[config.mk]
export PLATFORM = sky130hd
export DESIGN_NAME = ps2_scan_receiver
export DESIGN_NICKNAME = d
export VERILOG_FILES = /design/src/rtl/ps2_scan_receiver.sv
export SDC_FILE = /design/constraint.sdc
export NUM_CORES = 1
export LEC_CHECK = 0
export ABC_AREA = 1
export CORE_AREA = 10 10 86 88
export CTS_CLUSTER_DIAMETER = 150
export DETAILED_ROUTE_END_ITERATION = 7
export DIE_AREA = 0 0 96 98
export MAX_ROUTING_LAYER = met4
export PLACE_DENSITY = 0.71
export RECOVER_POWER = 100
export SETUP_SLACK_MARGIN = 0.15
export SKIP_CTS_REPAIR_TIMING = 1
export SLEW_MARGIN = 20
export SYNTH_ARGS = -nofsm -noshare
export SYNTH_HDL_FRONTEND = slang
export SYNTH_SLANG_ARGS = --single-unit
[constraint.sdc]
create_clock -name clk -period 2.5 [get_ports clk]
set_clock_uncertainty 0.15 [all_clocks]
set_input_delay 0.25 -clock clk [delete_from_list [all_inputs] [get_ports clk]]
set_output_delay 0.25 -clock clk [all_outputs]
set_load 0.01 [all_outputs]
[src/rtl/ps2_scan_receiver.sv]
// PS/2 keyboard receiver: synchronises and de-glitches the PS/2 pins, deserialises
// 11-bit frames and folds E0/F0 prefixes into one make/break event per key.
module ps2_scan_receiver #(
    parameter int FILTER_LEN  = 4,
    parameter int TIMEOUT_CYC = 50000
) (
    input  logic        clk,
    input  logic        rst,
    input  logic        ps2Clk,
    input  logic        ps2Dat,
    output logic [15:0] ps2Data,
    output logic        ps2Valid,
    output logic        ps2Break,
    output logic [7:0]  rawByte,
    output logic        rawValid,
    output logic        frameErr
);

    localparam int FW = $clog2(FILTER_LEN + 1);
    localparam int TW = $clog2(TIMEOUT_CYC + 1);

    typedef enum logic {
        ST_IDLE,
        ST_FRAME
    } state_t;

    logic          clk_s1, clk_s2, dat_s1, dat_s2;
    logic          filt_clk;
    logic [FW-1:0] filt_cnt;
    logic          fall;

    state_t        state, state_nx;
    logic [3:0]    bit_cnt, bit_cnt_nx;
    logic [7:0]    shift, shift_nx;
    logic          par, par_nx;
    logic [TW-1:0] tmo, tmo_nx;
    logic          ext, ext_nx;
    logic          brk, brk_nx;
    logic [15:0]   data_nx;
    logic          break_nx;
    logic [7:0]    raw_nx;
    logic          raw_valid_nx, ps2_valid_nx, err_nx;
    logic          frame_ok;

    // Idle-high reset values keep a freshly released bus from looking like a falling edge.
    always_ff @(posedge clk) begin
        if (rst) begin
            clk_s1 <= 1'b1;
            clk_s2 <= 1'b1;
            dat_s1 <= 1'b1;
            dat_s2 <= 1'b1;
        end else begin
            // NOTE: non-blocking assignments make every flop sample the pre-edge value of its source.
            clk_s1 <= ps2Clk;
            clk_s2 <= clk_s1;
            dat_s1 <= ps2Dat;
            dat_s2 <= dat_s1;
        end
    end

    // The filtered level flips only on the FILTER_LEN-th consecutive differing sample.
    always_ff @(posedge clk) begin
        if (rst) begin
            filt_clk <= 1'b1;
            filt_cnt <= '0;
            fall     <= 1'b0;
        end else begin
            fall <= 1'b0;
            if (clk_s2 != filt_clk) begin
                if (filt_cnt == FW'(FILTER_LEN - 1)) begin
                    filt_clk <= clk_s2;
                    filt_cnt <= '0;
                    fall     <= filt_clk;
                end else begin
                    filt_cnt <= filt_cnt + 1'b1;
                end
            end else begin
                filt_cnt <= '0;
            end
        end
    end

    // Odd parity: data bits plus parity bit must contain an odd number of ones.
    assign frame_ok = dat_s2 & (^{shift, par});

    always_comb begin
        // NOTE: every comb output gets a default up front so no path can infer a latch.
        state_nx     = state;
        bit_cnt_nx   = bit_cnt;
        shift_nx     = shift;
        par_nx       = par;
        tmo_nx       = tmo;
        ext_nx       = ext;
        brk_nx       = brk;
        data_nx      = ps2Data;
        break_nx     = ps2Break;
        raw_nx       = rawByte;
        raw_valid_nx = 1'b0;
        ps2_valid_nx = 1'b0;
        err_nx       = 1'b0;

        case (state)
            ST_IDLE: begin
                tmo_nx = '0;
                if (fall && !dat_s2) begin
                    state_nx   = ST_FRAME;
                    bit_cnt_nx = 4'd1;
                end
            end
            ST_FRAME: begin
                if (tmo == TW'(TIMEOUT_CYC - 1)) begin
                    // Timeout closes the old frame; a coincident edge may open a new one.
                    err_nx = 1'b1;
                    ext_nx = 1'b0;
                    brk_nx = 1'b0;
                    tmo_nx = '0;
                    if (fall && !dat_s2) begin
                        bit_cnt_nx = 4'd1;
                    end else begin
                        state_nx   = ST_IDLE;
                        bit_cnt_nx = 4'd0;
                    end
                end else if (fall) begin
                    tmo_nx = '0;
                    if (bit_cnt == 4'd10) begin
                        state_nx   = ST_IDLE;
                        bit_cnt_nx = 4'd0;
                        if (frame_ok) begin
                            raw_nx       = shift;
                            raw_valid_nx = 1'b1;
                            case (shift)
                                8'hE0: ext_nx = 1'b1;
                                8'hF0: brk_nx = 1'b1;
                                default: begin
                                    data_nx      = {(ext ? 8'hE0 : 8'h00), shift};
                                    break_nx     = brk;
                                    ps2_valid_nx = 1'b1;
                                    ext_nx       = 1'b0;
                                    brk_nx       = 1'b0;
                                end
                            endcase
                        end else begin
                            err_nx = 1'b1;
                            ext_nx = 1'b0;
                            brk_nx = 1'b0;
                        end
                    end else begin
                        bit_cnt_nx = bit_cnt + 4'd1;
                        if (bit_cnt == 4'd9) begin
                            par_nx = dat_s2;
                        end else begin
                            shift_nx = {dat_s2, shift[7:1]};
                        end
                    end
                end else begin
                    tmo_nx = tmo + 1'b1;
                end
            end
            default: state_nx = ST_IDLE;
        endcase
    end

    always_ff @(posedge clk) begin
        if (rst) begin
            state    <= ST_IDLE;
            bit_cnt  <= 4'd0;
            shift    <= 8'h00;
            par      <= 1'b0;
            tmo      <= '0;
            ext      <= 1'b0;
            brk      <= 1'b0;
            ps2Data  <= 16'h0000;
            ps2Break <= 1'b0;
            rawByte  <= 8'h00;
            rawValid <= 1'b0;
            ps2Valid <= 1'b0;
            frameErr <= 1'b0;
        end else begin
            state    <= state_nx;
            bit_cnt  <= bit_cnt_nx;
            shift    <= shift_nx;
            par      <= par_nx;
            tmo      <= tmo_nx;
            ext      <= ext_nx;
            brk      <= brk_nx;
            ps2Data  <= data_nx;
            ps2Break <= break_nx;
            rawByte  <= raw_nx;
            rawValid <= raw_valid_nx;
            ps2Valid <= ps2_valid_nx;
            frameErr <= err_nx;
        end
    end

endmodule

==> results.sh <==
export IMPL_min_from="dat_s1"
export IMPL_io_buffers=26
export IMPL_die_width_um=96
export IMPL_finalSetupViolations=0
export IMPL_dp_cells=466
export IMPL_setup_tns_ns=0
export IMPL_synth_seq_cells=62
export IMPL_crit_buf_inv=1
export IMPL_crit_required_ns=2.54
export IMPL_preCtsSetupSlack_ns=0.374
export IMPL_synthAdderAreaFrac_pct=1.36
export IMPL_cpPeakStageDelay_ns=0.33
export IMPL_place_hpwl_mm=4.02
export IMPL_rsz0062_at_grt="no"
export IMPL_synth_area_leader_cell="dfxtp_1"
export IMPL_synth_top_family_by_area="simple AND/OR/NAND/NOR gates"
export IMPL_ys_seq_area_share_pct=45.0
export IMPL_netlist_instances=374
export IMPL_cpLargestDelayFamily="simple AND/OR/NAND/NOR gates"
export IMPL_grtUsageTotal_pct=12.7
export IMPL_cts_tree="built"
export IMPL_numCtsBuffers=9
export IMPL_worst_pin_slew_ns=0.841
export IMPL_wl_per_cell_um=11.2
export IMPL_path_cells="ha_1, nand2_1, nor2_1, inv_1, nor2_1, nand2_1, nand2_1, nor2_1, nand3b_2, a21oi_1, nor2_1"
export IMPL_syn_to_final_growth_pct=16.5
export IMPL_fp_row_count=28
export IMPL_drv_slew=0
export IMPL_overflow=0
export IMPL_hold_class="reg -> reg"
export IMPL_n_fill_cell=551
export IMPL_r2r_start="tmo[0]"
export IMPL_yosys_warnings=0
export IMPL_gp_congestion=0.832
export IMPL_cts_buffer_depth=2
export IMPL_synth_top_area_share_pct=45.0
export IMPL_io_pins=32
export IMPL_vias_per_cell=4.84
export IMPL_synth_xor_area_share_pct=1.59
export IMPL_power_leakage_nw=1.34
export IMPL_drtAntennaViolNets=0
export IMPL_synthMuxAreaShare_pct=0
export IMPL_grtUsageMet2_pct=18.2
export IMPL_stdcell_area_um2=3220
export IMPL_crit_top_cell="nor2_1"
export IMPL_synthFlopType="dfxtp_1"
export IMPL_grt_antenna_before_repair=0
export IMPL_p_per_area_nw_per_um2=590
export IMPL_synth_most_common_cell="nand2_1"
export IMPL_grt_max_degree=22
export IMPL_drcViolationCount=0
export IMPL_first_iter_violations=139
export IMPL_min_period_ns=2.17
export IMPL_yosys_top_cells_count="nand2_1, dfxtp_1, inv_1"
export IMPL_syn_area_um2=2760
export IMPL_slowest_stage="dfxtp_1"
export IMPL_fp_dieH_um=98
export IMPL_start_kind="register"
export IMPL_ir_drop_mv=0.416
export IMPL_synth_compound_area_share_pct=10.1
export IMPL_grt_pass1_vias=2100
export IMPL_clock_latency_ns=0.34
export IMPL_antennaDiodeCount=0
export IMPL_clkSinkCount=62
export IMPL_slew_headroom_pct=43.9
export IMPL_yosys_area_share_simple_pct=30.4
export IMPL_use_met1_pct=16.1
export IMPL_place_area_um2=3040
export IMPL_cts_root_buf="clkbuf_8"
export IMPL_critPathLaunch="tmo[0]"
export IMPL_coreArea_um2=5750
export IMPL_status="finished clean"
export IMPL_p_total_w=0.00190
export IMPL_die_area_um2=9410
export IMPL_synthArstFlopShare_pct=0
export IMPL_hold_viol=0
export IMPL_critPathCaptureType="register"
export IMPL_syn_avg_cell_area_um2=7.38
export IMPL_clk_pin_slew_ns=0.07
export IMPL_instances_no_fill=482
export IMPL_synth_edf_count=0
export IMPL_critPathMaxFanout=16
export IMPL_via_count=2335
export IMPL_use_met3_pct=2.76
export IMPL_drive_above_1_share_pct=7.62
export IMPL_busiest_layer="met2"
export IMPL_final_nets=409
export IMPL_ys_types=35
export IMPL_initial_core_util_pct=48.0
export IMPL_worstSetupPathType="reg -> reg"
export IMPL_fin_ws_ns=0.333
export IMPL_fmax_mhz=462
export IMPL_period_share_pct=86.7
export IMPL_grt_pass1_wl_mm=9.52
export IMPL_cap_violations=0
export IMPL_dr_pass1_iters=4
export IMPL_synth_top_cells_by_area="dfxtp_1, nand2_1, inv_1, nor2_1, a21oi_1"
export IMPL_arrival_ns=2.21
export IMPL_cts_max_level=3
export IMPL_routed_wl_mm=5.41
metal layers:
metal	wire length (um)	vias to the layer above
li1	-	1240
met1	2590	1041
met2	2460	45
met3	244	9
met4	112	0
met5	0	-
final timing paths:
| check | cells past startpoint | slack, ns | endpoint |
|---|---|---|---|
| max | 11 | 0.33 | shift[6] |
| min | 1 | 0.27 | dat_s2 |
| max reg2reg | 11 | 0.33 | shift[6] |
| min reg2reg | 1 | 0.27 | dat_s2 |
sequential cells by signal, summed over array words and instances (netlist names), 3 cells and up:
name	flops
bit_cnt	4
ps2Data	9
shift	8
tmo	16
filt_cnt	3
rawByte	8
stage by stage:
| step | util [%] | hold slack (ns) |
|---|---|---|
| after global routing | 56.0 | 0.293 |
| after floorplan | - | 0.204 |
| after detailed placement | 53.0 | 0.249 |
| after global placement | 53.0 | 0.252 |
| final | 56.0 | 0.266 |
| after CTS | 56.5 | 0.266 |
cells in the final DEF, fill, tap and decap left out, types with 2 or more instances in the layout:
master	netlist	final
a21oi_1	33	33
clkbuf_1	5	3
clkbuf_2	1	2
clkbuf_8	0	10
clkdlybuf4s50_1	0	2
clkinvlp_4	0	2
conb_1	1	5
dfxtp_1	62	62
dlygate4sd3_1	0	24
ha_1	3	3
inv_1	49	50
nand2_1	75	75
nand3_1	16	18
nand4_1	12	12
nand4_2	2	2
nor2_1	46	48
nor2_2	4	2
nor3_1	13	13
nor3b_1	3	3
o211ai_1	2	2
o21ai_0	12	12
or2_2	4	4
xor2_1	4	4
kinds of logic after synthesis:
logic type	Yosys count
and+or+nand+nor	182
buffers and inverters	70
DFF	62
AOI/OAI and AO/OA	51
xor gates and xnor gates	5
adders and majority gates	3
other	1
power breakdown:
part | total [W] | leakage, nW | internal, W | switching [W]
clock | 0.000874 | 0.0955 | 0.000487 | 0.000387
combinational | 0.0000326 | 0.748 | 0.0000110 | 0.0000216
sequential | 0.000993 | 0.500 | 0.000991 | 0.00000178
area by class of cell:
class                           instances  area, um^2  share of cell area, %
Clock buffer                           11         141                   4.40
Clock inverter                          5        58.8                   1.83
Multi-Input combinational cell        246        1200                   37.3
Inverter                               52         195                   6.07
Tap cell                               75        93.8                   2.92
Timing Repair Buffer                   31         285                   8.87
Sequential cell                        62        1240                   38.6
Power figures use the tool's default switching activity.
